## config.mk

```make
export PLATFORM = sky130hd
export DESIGN_NAME = mmu_req_sync_buffer
export DESIGN_NICKNAME = d
export VERILOG_FILES = /design/src/rtl/mmu_req_sync_buffer.sv
export SDC_FILE = /design/constraint.sdc
export NUM_CORES = 1
export LEC_CHECK = 0
export ABC_AREA = 1
export ABC_CLOCK_PERIOD_IN_PS = 4950
export CAP_MARGIN = 40
export CORE_MARGIN = 2
export CORE_UTILIZATION = 45
export DETAILED_ROUTE_END_ITERATION = 8
export DONT_BUFFER_PORTS = 1
export PLACE_DENSITY = 0.65
export SYNTH_ARGS = -nofsm -noshare
export SYNTH_HDL_FRONTEND = slang
export SYNTH_SLANG_ARGS = --single-unit
```

## constraint.sdc

```tcl
create_clock -name clk -period 4.95 [get_ports clk]
set_input_delay 0.495 -clock clk [delete_from_list [all_inputs] [get_ports clk]]
set_output_delay 0.495 -clock clk [all_outputs]
set_load 0.05 [all_outputs]
```

## src/rtl/mmu_req_sync_buffer.sv

```systemverilog
// mmu_req_sync_buffer
//   Brings two-phase request tokens from the asynchronous MMU FIFO stage into
//   the clocked MMU domain. The tokens are buffered in a small circular FIFO and
//   presented to the TLB lookup on a valid/ready interface.
//
//   A multi-flop synchronizer carries i_drive into the domain. A token is
//   pending while the synchronized drive phase differs from drv_seen. The
//   token is captured when a slot is free, and each capture toggles o_free.
//
// Configuration:
//   MMU_REQ_SYNC_3FF_EN  when defined, the synchronizer has 3 flops instead of 2
//                        (empty-to-output latency 4 clocks instead of 3).
//
// Ports:
//   clk      clock of the MMU synchronous domain
//   rst      synchronous active-high reset
//   i_drive  two-phase request from upstream (asynchronous)
//   i_data   bundled request data; stable until the matching o_free toggle
//   o_free   two-phase acknowledge; toggles once per captured token
//   o_valid  FIFO head valid
//   o_data   FIFO head data
//   i_ready  consumer accepts the head when o_valid && i_ready
//   o_level  occupancy, 0..DEPTH
module mmu_req_sync_buffer #(
    parameter int unsigned DATA_W = 52,
    parameter int unsigned DEPTH  = 4
) (
    input  logic                       clk,
    input  logic                       rst,
    input  logic                       i_drive,
    input  logic [DATA_W-1:0]          i_data,
    output logic                       o_free,
    output logic                       o_valid,
    output logic [DATA_W-1:0]          o_data,
    input  logic                       i_ready,
    output logic [$clog2(DEPTH):0]     o_level
);

    localparam int unsigned PTR_W = $clog2(DEPTH);
    localparam int unsigned LVL_W = PTR_W + 1;
    localparam logic [LVL_W-1:0] LVL_FULL = LVL_W'(DEPTH);

`ifdef MMU_REQ_SYNC_3FF_EN
    localparam int unsigned SYNC_N = 3;
`else
    localparam int unsigned SYNC_N = 2;
`endif

    // sync_q[0] is the only flop that samples i_drive.
    logic [SYNC_N-1:0] sync_q;
    logic              sync_out;
    logic              drv_seen_q;
    logic              free_q;
    logic [PTR_W-1:0]  wr_ptr_q;
    logic [PTR_W-1:0]  rd_ptr_q;
    logic [LVL_W-1:0]  level_q;
    logic [LVL_W-1:0]  level_d;
    logic [DATA_W-1:0] mem_q [DEPTH];

    logic token_pend;
    logic rd_en;
    logic wr_en;

    assign sync_out   = sync_q[SYNC_N-1];
    assign token_pend = sync_out ^ drv_seen_q;
    assign o_valid    = (level_q != '0);
    assign rd_en      = o_valid && i_ready;
    // When full, a pending token can still be captured in the cycle that pops the head.
    assign wr_en      = token_pend && ((level_q != LVL_FULL) || rd_en);

    assign o_data  = mem_q[rd_ptr_q];
    assign o_level = level_q;
    assign o_free  = free_q;

    always_comb begin
        level_d = level_q;
        unique case ({wr_en, rd_en})
            2'b10:   level_d = level_q + LVL_W'(1);
            2'b01:   level_d = level_q - LVL_W'(1);
            default: level_d = level_q;
        endcase
    end

    always_ff @(posedge clk) begin
        if (rst) begin
            sync_q     <= '0;
            drv_seen_q <= 1'b0;
            free_q     <= 1'b0;
            wr_ptr_q   <= '0;
            rd_ptr_q   <= '0;
            level_q    <= '0;
        end else begin
            sync_q  <= {sync_q[SYNC_N-2:0], i_drive};
            level_q <= level_d;
            if (wr_en) begin
                wr_ptr_q   <= wr_ptr_q + PTR_W'(1);
                drv_seen_q <= sync_out;
                free_q     <= ~free_q;
            end
            if (rd_en) begin
                rd_ptr_q <= rd_ptr_q + PTR_W'(1);
            end
        end
    end

    // Storage needs no reset; o_valid masks stale contents.
    always_ff @(posedge clk) begin
        if (!rst && wr_en) begin
            mem_q[wr_ptr_q] <= i_data;
        end
    end

endmodule

```

==> run summary, run 1 <==
final hold violation count = 0
Top cell by count, worst path = buf_12
gr usage total = 0.169
CTS hold repair buffers = 0
critical path buffer and inverter count = 4
syn avg cell area = 14.2 sq um
# IOs = 113
worst endpoint required time = 4.45 ns
P_int = 0.00350 W
cell breakdown of the critical path = buf_12 -> inv_2 -> buf_12 -> o21ai_0 -> o22ai_1 -> buf_4
initial DRC count = 281
Worst setup SP type = flop
unrepaired setup endpoints after global routing = no
number of global-route vias before repair = 5,005
Power Density = 567 mW/mm^2
Synth Flop Type = edfxtp_1
dominant cells by area after synthesis = edfxtp_1 75%, o21ai_0 5.5%, nor2_1 5.1%
count of cell types in the netlist = 25
Post-Synthesis Cells = 585
Hold Crit Class = primary input to flop
die height = 140 microns
clk sink count = 221
clock power share = 0.281
Arrival @ worst endpoint = 2.36 ns
Clock Tree Buf Depth = 3
Final Core Density = 0.541
fraction of layout cells with a size suffix above 1 = 0.180
Setup Total Neg Slack = 0 ns
row cnt = 49
DR DRC count = 0
FILL cells = 1,484
Tmin final = 2.85 ns
clk root buf = clkbuf_16
slowest cell on the critical path = dfxtp_2
post-CTS setup buffer count = 0
max_cap viols = 0
core area = 0.0180 sq mm
via count = 4,869
asr flop ratio synth = 0
Detail Route Antenna Nets = 0
synthesis warning total = 0
Area Growth Syn to Fin = 17.4%
Reg power frac = 0.400
critical path's top delay family = buffers and inverters
Psw = 0.00203 W
GP Congestion = 0.737
post-cts gate resize count = 0
Mapped Nets = 646
Final Slew Violations = 0
Die Wd = 140 microns
CTS clk-pin slew, worst paths = 0.06 ns
#FFs+latches synth = 221
Initial Utilization = 0.460
crit-path max cell delay = 0.46 ns
Final period util = 0.577
sequential share of the synthesized area = 0.784
dominant cell type by area after synthesis = edfxtp_1
WL per Instance = 18.8 microns
WS Path Type = flop to output pin
number of I/O port buffers = 0
CP endpoint kind = output pin
Comb pwr share = 0.319
setup violators final = 0
post-place setup slack = 2.13 ns
worst slew pin tran = 0.674 ns
initial antenna violation count = 0
Hold Slack = 0.0579 ns
Leak = 3.29 nW
CTS H-tree depth = 1
Max Freq = 0.350 GHz
die area = 0.0195 sq mm
Detailed Route WL = 16,700 microns
slew margin rel. = 0.550
setup ws final = 2.10 ns
vias per inst = 5.46
total global routing overflow = 0
share of Yosys cell area claimed by the top area cell type = 0.753
Post-DP Area = 0.00906 sq mm
net switching share of the total power = 0.367
Final Instance Area = 0.00974 sq mm
CTS tree = built
DRT Pass-1 Iters = 4
Detail Placement HPWL = 10,100 microns
Max VDD drop = 0.377 mV
status = finished clean
layout net count = 707
EDFF count, synth = 208
clock latency on the worst-skew pair = 0.50 ns
Netlist Area Pre-Place = 0.00830 sq mm
first-pass GRT wire length = 26,200 microns
clock skew = 0.0162 ns
largest net degree at the start of global routing = 59
Antenna diodes = 0
Worst Path Max Fanout = 32
cts bufs inserted = 23
-- cell families after synthesis --
kind of cell,share of synthesized area
compound gates,0.115
fa+ha+maj,0.00844
buf+inv,0.0270
flops,0.784
simple gates,0.0660
-- worst reg2reg max path: stages, from the launching register on --
cell	delay, ns
dfxtp_1	0.75
nor2_4	0.13
nand3_2	0.15
nand2_2	0.10
inv_1	0.12
nand2_1	0.23
nor2_4	0.49
buf_16	0.22
buf_4	0.29
-- placed cells by master, fill, tap and decap left out, types with 4 or more instances in the layout --
master     instances
a21oi_1            7
buf_12             4
buf_4             63
clkbuf_1           7
clkbuf_16         23
clkinv_2           4
dfxtp_1           11
edfxtp_1         208
ha_1               4
inv_1             18
nand2_1            8
nand2_2            4
nor2_1           109
nor2_4             5
o21ai_0           91
o21ai_1           19
o22ai_1           52
-- metrics by stage --
stage | total power, W | instances
5_1_grt | 0.00576 | 891
2_1_floorplan | 0.00352 | 585
6_report | 0.00553 | 891
4_1_cts | 0.00558 | 891
3_3_place_gp | 0.00370 | 794
3_5_place_dp | 0.00402 | 850
-- power by group through the flow --
stage	sequential (W)	clock [W]	combinational [W]
after floorplan	0.00224	0	0.00128
after global placement	0.00226	0	0.00144
after detailed placement	0.00225	0	0.00177
after CTS	0.00221	0.00159	0.00177
after global routing	0.00222	0.00166	0.00188
final	0.00221	0.00155	0.00176
-- sequential cells by signal, indices dropped and copies added, names as in the netlist, named ones only --
signal / count
sync_q: 2
o_level: 3
wr_ptr_q: 2
rd_ptr_q: 2
mem_q: 208
drv_seen_q: 1
o_free: 1
-- area by class of cell --
class	instances	area (sq um)	share of cell area
Clock buffer	33	643	0.0660
Clock inverter	8	42.5	0.00437
Inverter	21	80.1	0.00822
Multi-Input combinational cell	311	1600	0.164
Sequential cell	221	6510	0.668
Tap cell	229	287	0.0294
Timing Repair Buffer	68	581	0.0596
-- cells in the mapped netlist (2+ instances only) --
library cell	count
o22ai_1	52
edfxtp_1	208
o21ai_1	19
buf_4	3
inv_2	3
a21oi_1	7
buf_2	11
dfxtp_1	13
nand2_1	8
clkbuf_1	18
nor2_1	113
ha_1	4
nand2_2	4
nand3_2	3
o21ai_0	91
inv_1	18
nand3_1	2
-- routing by layer --
metal	global-route usage	part of all wire
met1	0.210	0.42
met2	0.291	0.49
met3	0.0468	0.078
met4	0.0479	0.021
met5	0	0
-- worst paths after layout --
| kind | start | end | slack, ns | cells past startpoint |
|---|---|---|---|---|
| min | rst | o_level[0] | 0.06 | 1 |
| max reg2reg | o_level[1] | mem_q[0][46] | 2.14 | 8 |
| max | flop | o_data[10] | 2.10 | 6 |
| min reg2reg | sync_q[0] | sync_q[1] | 0.40 | 2 |
Power figures use the tool's default switching activity.
==> run 2, diff against run 1 <==
--- a/config.mk
+++ b/config.mk
@@ -6,13 +6,13 @@
 export NUM_CORES = 1
 export LEC_CHECK = 0
 export ABC_AREA = 1
-export ABC_CLOCK_PERIOD_IN_PS = 4950
+export ABC_CLOCK_PERIOD_IN_PS = 2600
 export CAP_MARGIN = 40
 export CORE_MARGIN = 2
 export CORE_UTILIZATION = 45
 export DETAILED_ROUTE_END_ITERATION = 8
 export DONT_BUFFER_PORTS = 1
-export PLACE_DENSITY = 0.65
+export PLACE_DENSITY = 0.67
 export SYNTH_ARGS = -nofsm -noshare
 export SYNTH_HDL_FRONTEND = slang
 export SYNTH_SLANG_ARGS = --single-unit
==> constraint.sdc (replaced) <==
create_clock -name clk -period 2.6 [get_ports clk]
set_input_delay 0.26 -clock clk [delete_from_list [all_inputs] [get_ports clk]]
set_output_delay 0.26 -clock clk [all_outputs]
set_load 0.05 [all_outputs]
==> run summary, run 2 (synthesized netlist as in run 1, its figures left out) <==
Final period util = 0.932
DR DRC count = 0 (unchanged)
first-pass GRT wire length = 27,600 microns (+5.3%)
Max VDD drop = 0.888 mV (+140%)
worst endpoint required time = 2.34 ns (-2.11 ns)
die area = 0.0195 sq mm (unchanged)
number of I/O port buffers = 0 (unchanged)
reg-to-reg startpoint = sync_q[1]
placed insts = 850 (unchanged)
clock skew = 0.00979 ns (-0.00636 ns)
most common cell after layout, fill and taps aside = edfxtp_1
# IOs = 113 (unchanged)
Max Freq = 0.413 GHz
final hold violation count = 0 (unchanged)
CP endpoint kind = output pin
die height = 140 microns (unchanged)
Detailed Route WL = 17,500 microns (+4.9%)
Psw = 0.00403 W (+99%)
Detail Route Antenna Nets = 0 (unchanged)
clock latency on the worst-skew pair = 0.49 ns (about the same)
most flop-heavy register = mem_q
CTS H-tree depth = 1 (unchanged)
via count = 5,142 (+5.6%)
Power Density = 1060 mW/mm^2 (+86%)
number of global-route vias before repair = 5,283 (+5.6%)
Hold Slack = 0.0649 ns (+0.00707 ns)
Area Growth Syn to Fin = 28.2%
row cnt = 49 (unchanged)
number of flip-flops under the largest register name = 208 (unchanged)
Initial Utilization = 0.460 (unchanged)
clk sink count = 221 (unchanged)
Worst setup SP type = flop
core area = 0.0180 sq mm (unchanged)
post-route insts no fill = 945 (+6.1%)
Setup Total Neg Slack = 0 ns (unchanged)
slew margin rel. = 0.614 (+0.0640)
Arrival @ worst endpoint = 2.16 ns (-0.20 ns)
cts bufs inserted = 23 (unchanged)
CTS tree = built
P_int = 0.00720 W (+110%)
Final Slew Violations = 0 (unchanged)
Tmin final = 2.42 ns
most frequent cells in the layout = 208 x edfxtp_1, 109 x nor2_1, 91 x o21ai_0, 54 x dlygate4sd3_1, 52 x o22ai_1
Antenna diodes = 0 (unchanged)
max_cap viols = 0 (unchanged)
gr usage total = 0.178 (+0.00948)
net switching share of the total power = 0.359 (-0.00803)
Final Core Density = 0.590 (+0.0496)
unrepaired setup endpoints after global routing = no
Reg power frac = 0.370 (-0.030)
Die Wd = 140 microns (unchanged)
setup violators final = 0 (unchanged)
clock power share = 0.263 (-0.018)
CTS clk-pin slew, worst paths = 0.06 ns (about the same)
fraction of layout cells with a size suffix above 1 = 0.165 (-0.0150)
DRT Pass-1 Iters = 4 (unchanged)
GP Congestion = 0.767 (+4.1%)
initial antenna violation count = 0 (unchanged)
clk root buf = clkbuf_16
Leak = 3.64 nW (+11%)
WL per Instance = 18.6 microns (-1.1%)
total global routing overflow = 0 (unchanged)
layout net count = 761 (+7.6%)
status = finished clean
Comb pwr share = 0.366 (+0.047)
Worst Path Max Fanout = 60 (+88%)
worst min-delay path startpoint = rst
Clock Tree Buf Depth = 3 (unchanged)
Hold Crit Class = primary input to flop
Detail Placement HPWL = 10,300 microns (+1.5%)
largest net degree at the start of global routing = 73 (+24%)
worst slew pin tran = 0.579 ns (-0.0951 ns)
WS Path Type = flop to output pin
vias per inst = 5.44 (-0.43%)
initial DRC count = 329 (+17%)
==> run 2: cell count changes in the layout (fill, tap and decap cells not counted), sizes merged <==
| cell | change |
|---|---|
| clkbuf | -3 |
| inv | -1 |
| dlygate4sd3 | +54 |
| bufinv | +1 |
| clkinv | +3 |
==> run 2: per-stage QoR <==
step           power (W)  setup WS, ns  area, sq um
3_5_place_dp     0.00826         0.557         9410
6_report          0.0112         0.177        10600
2_1_floorplan    0.00671        -0.415         8310
3_3_place_gp     0.00818         0.596         9410
4_1_cts           0.0113         0.146        10600
5_1_grt           0.0117        0.0346        10600
==> run 2: final timing paths <==
kind / to / cells past startpoint / slack [ns]
worst min register to register: sync_q[1] / 2 / 0.41
worst min-delay path: o_free / 3 / 0.06
worst max register to register: mem_q[1][43] / 8 / 0.58
worst max-delay path: o_data[12] / 5 / 0.18
==> run 2: layer usage <==
| metal | part of all wire | GRT usage | vias to the layer above | wire (microns) |
|---|---|---|---|---|
| li1 | - | - | 2410 | - |
| met1 | 0.42 | 0.228 | 2535 | 7310 |
| met2 | 0.50 | 0.309 | 166 | 8800 |
| met3 | 0.061 | 0.0389 | 31 | 1070 |
| met4 | 0.021 | 0.0505 | 0 | 362 |
| met5 | 0 | 0 | - | 0 |
==> run 2: layout make-up <==
type	instances	area (sq um)
fill	1391	7390
sequential	221	6510
multi-input combinational	311	1600
timing repair buffer	122	1480
clock buffer	30	602
tap	229	287
inverter	21	83.8
clock inverter	11	77.6
==> run 2: critical path: stages, from the launching register on <==
cell	delay [ns]
dfxtp_4	0.57
clkinv_4	0.25
buf_12	0.25
o21ai_0	0.24
o22ai_1	0.16
buf_12	0.18
==> run 2: power by group through the flow <==
stage                     sequential, W  combinational, W  clock (W)
after CTS                       0.00416           0.00413    0.00302
final                           0.00416           0.00412    0.00296
after global routing            0.00418           0.00432    0.00317
after global placement          0.00423           0.00396          0
after floorplan                 0.00426           0.00245          0
after detailed placement        0.00424           0.00402          0
==> run 2: timing repair <==
item | CTS | global route
resized for setup | 1 | 0
endpoints found under the hold margin | 212 | 0
endpoints found under the setup margin | 1 | 0
setup buffers | 0 | 0
hold buffers | 54 | 0
==> run 3, diff against run 2 <==
--- a/config.mk
+++ b/config.mk
@@ -7,12 +7,11 @@
 export LEC_CHECK = 0
 export ABC_AREA = 1
 export ABC_CLOCK_PERIOD_IN_PS = 2600
-export CAP_MARGIN = 40
 export CORE_MARGIN = 2
 export CORE_UTILIZATION = 45
 export DETAILED_ROUTE_END_ITERATION = 8
 export DONT_BUFFER_PORTS = 1
-export PLACE_DENSITY = 0.67
+export PLACE_DENSITY = 0.64
 export SYNTH_ARGS = -nofsm -noshare
 export SYNTH_HDL_FRONTEND = slang
 export SYNTH_SLANG_ARGS = --single-unit
==> run summary, run 3 (synthesized netlist as in run 1, its figures left out) <==
status = finished clean
Arrival @ worst endpoint = 2.16 ns (about the same)
Max Freq = 0.413 GHz (about the same)
max_cap viols = 0 (unchanged)
CTS clk-pin slew, worst paths = 0.06 ns (about the same)
Detail Placement HPWL = 9460 microns (-8.0%)
Final Core Density = 0.598 (+0.00805)
die height = 140 microns (unchanged)
# IOs = 113 (unchanged)
via count = 5,108 (-0.66%)
clk sink count = 221 (unchanged)
fraction of layout cells with a size suffix above 1 = 0.159 (-0.00536)
final hold violation count = 0 (unchanged)
clock skew = 0.0144 ns (+0.00463 ns)
vias per inst = 5.41 (-0.66%)
clk root buf = clkbuf_16
Hold Crit Class = primary input to flop
Detailed Route WL = 17,400 microns (-0.85%)
Power Density = 1060 mW/mm^2 (+0.13%)
most frequent cells in the layout = 208 x edfxtp_1, 109 x nor2_1, 91 x o21ai_0, 54 x dlygate4sd3_1, 52 x o22ai_1
largest net degree at the start of global routing = 105 (+44%)
Worst setup SP type = flop
number of flip-flops under the largest register name = 208 (unchanged)
DRT Pass-1 Iters = 6 (+2)
reg-to-reg startpoint = o_level[2]
GP Congestion = 0.812 (+5.9%)
WL per Instance = 18.4 microns (-0.85%)
worst slew pin tran = 0.662 ns (+0.0834 ns)
slew margin rel. = 0.559 (-0.0556)
worst endpoint required time = 2.34 ns (about the same)
critical path buffer and inverter count = 2 (-1)
placed insts = 849 (-0.12%)
cts bufs inserted = 23 (unchanged)
Clock Tree Buf Depth = 3 (unchanged)
setup violators final = 0 (unchanged)
cell breakdown of the critical path = clkbuf_8 -> o21ai_0 -> o22ai_1 -> buf_12
Die Wd = 140 microns (unchanged)
most flop-heavy register = mem_q
setup ws final = 0.176 ns (-0.000606 ns)
critical path's top delay family = buffers and inverters
post-place setup slack = 0.424 ns (-0.133 ns)
Final Slew Violations = 0 (unchanged)
initial DRC count = 282 (-14%)
Tmin final = 2.42 ns (+0.000606 ns)
Initial Utilization = 0.460 (unchanged)
unrepaired setup endpoints after global routing = no
DR DRC count = 0 (unchanged)
core area = 0.0180 sq mm (unchanged)
die area = 0.0195 sq mm (unchanged)
gr usage total = 0.177 (-0.000948)
Leak = 3.70 nW (+1.4%)
number of global-route vias before repair = 5,195 (-1.7%)
Area Growth Syn to Fin = 29.9%
total global routing overflow = 0 (unchanged)
slowest cell on the critical path = clkbuf_8
Hold Slack = 0.0317 ns (-0.0332 ns)
Worst Path Max Fanout = 104 (+73%)
most common cell after layout, fill and taps aside = edfxtp_1
CTS tree = built
first-pass GRT wire length = 27,500 microns (-0.38%)
layout net count = 760 (-0.13%)
post-route insts no fill = 945 (unchanged)
CTS H-tree depth = 1 (unchanged)
crit-path max cell delay = 0.54 ns (-0.03 ns)
Max VDD drop = 0.842 mV (-5.3%)
initial antenna violation count = 1 (+1)
number of I/O port buffers = 0 (unchanged)
WS Path Type = flop to output pin
Final period util = 0.932 (about the same)
row cnt = 49 (unchanged)
CP endpoint kind = output pin
clock latency on the worst-skew pair = 0.50 ns (about the same)
Detail Route Antenna Nets = 0 (unchanged)
worst min-delay path startpoint = rst
run 3: cell types whose count changed in the layout (fill, tap and decap cells not counted), sizes merged:
| cell | previous run | this run |
|---|---|---|
| diode | 0 | 1 |
| buf | 68 | 66 |
| clkinv | 10 | 7 |
| bufinv | 1 | 0 |
| clkbuf | 30 | 36 |
| clkinvlp | 1 | 0 |
run 3: through the flow:
stage | setup TNS (ns) | power, W | cell area, sq um
finish | 0 | 0.0114 | 10800
floorplan | -86.35 | 0.00671 | 8310
global placement | 0 | 0.00839 | 9560
detailed placement | 0 | 0.00847 | 9560
global route | 0 | 0.0119 | 10800
CTS | 0 | 0.0115 | 10800
run 3: layer usage:
layer / part of all wire / wire length (microns) / up-vias / GRT usage
met5: 0 / 0 / - / 0
met4: 0.021 / 357 / 0 / 0.0516
met3: 0.055 / 960 / 33 / 0.0385
met1: 0.43 / 7520 / 2522 / 0.226
met2: 0.49 / 8560 / 144 / 0.307
li1: - / - / 2409 / -
run 3: final timing paths:
check                           cells past startpoint  slack [ns]            to
worst min register to register                      2        0.40     sync_q[1]
worst min-delay path                                3        0.03    o_level[2]
worst max-delay path                                4        0.18    o_data[14]
worst max register to register                      7        0.63  mem_q[1][21]
run 3: layout make-up:
type | instances | area, sq um
Antenna cell | 1 | 2.50
Clock buffer | 35 | 652
Clock inverter | 6 | 25.0
Fill cell | 1353 | 7240
Inverter | 21 | 80.1
Multi-Input combinational cell | 311 | 1600
Sequential cell | 221 | 6510
Tap cell | 229 | 287
Timing Repair Buffer | 121 | 1630
run 3: repair_timing:
action                                  in CTS  in global routing
hold buffers                                54                  0
cloned                                       0                  0
endpoints found under the setup margin      43                  1
endpoints found under the hold margin      212                  0
buffers inserted                             0                  0
resized for setup                            1                  1
run 3: worst register-to-register path, cell delays in order, from the launching register on:
cell and delay, ns:
dfxtp_1 0.30, buf_4 0.19, nand3_2 0.15, nand2_2 0.10, inv_1 0.10, nand2_1 0.23
nor2_4 0.18, buf_12 0.32
run 3: power breakdown:
part | internal (W) | switching [W]
Combinational | 0.00162 | 0.00276
Clock | 0.00172 | 0.00121
Sequential | 0.00404 | 0.0000638
Total | 0.00737 | 0.00403
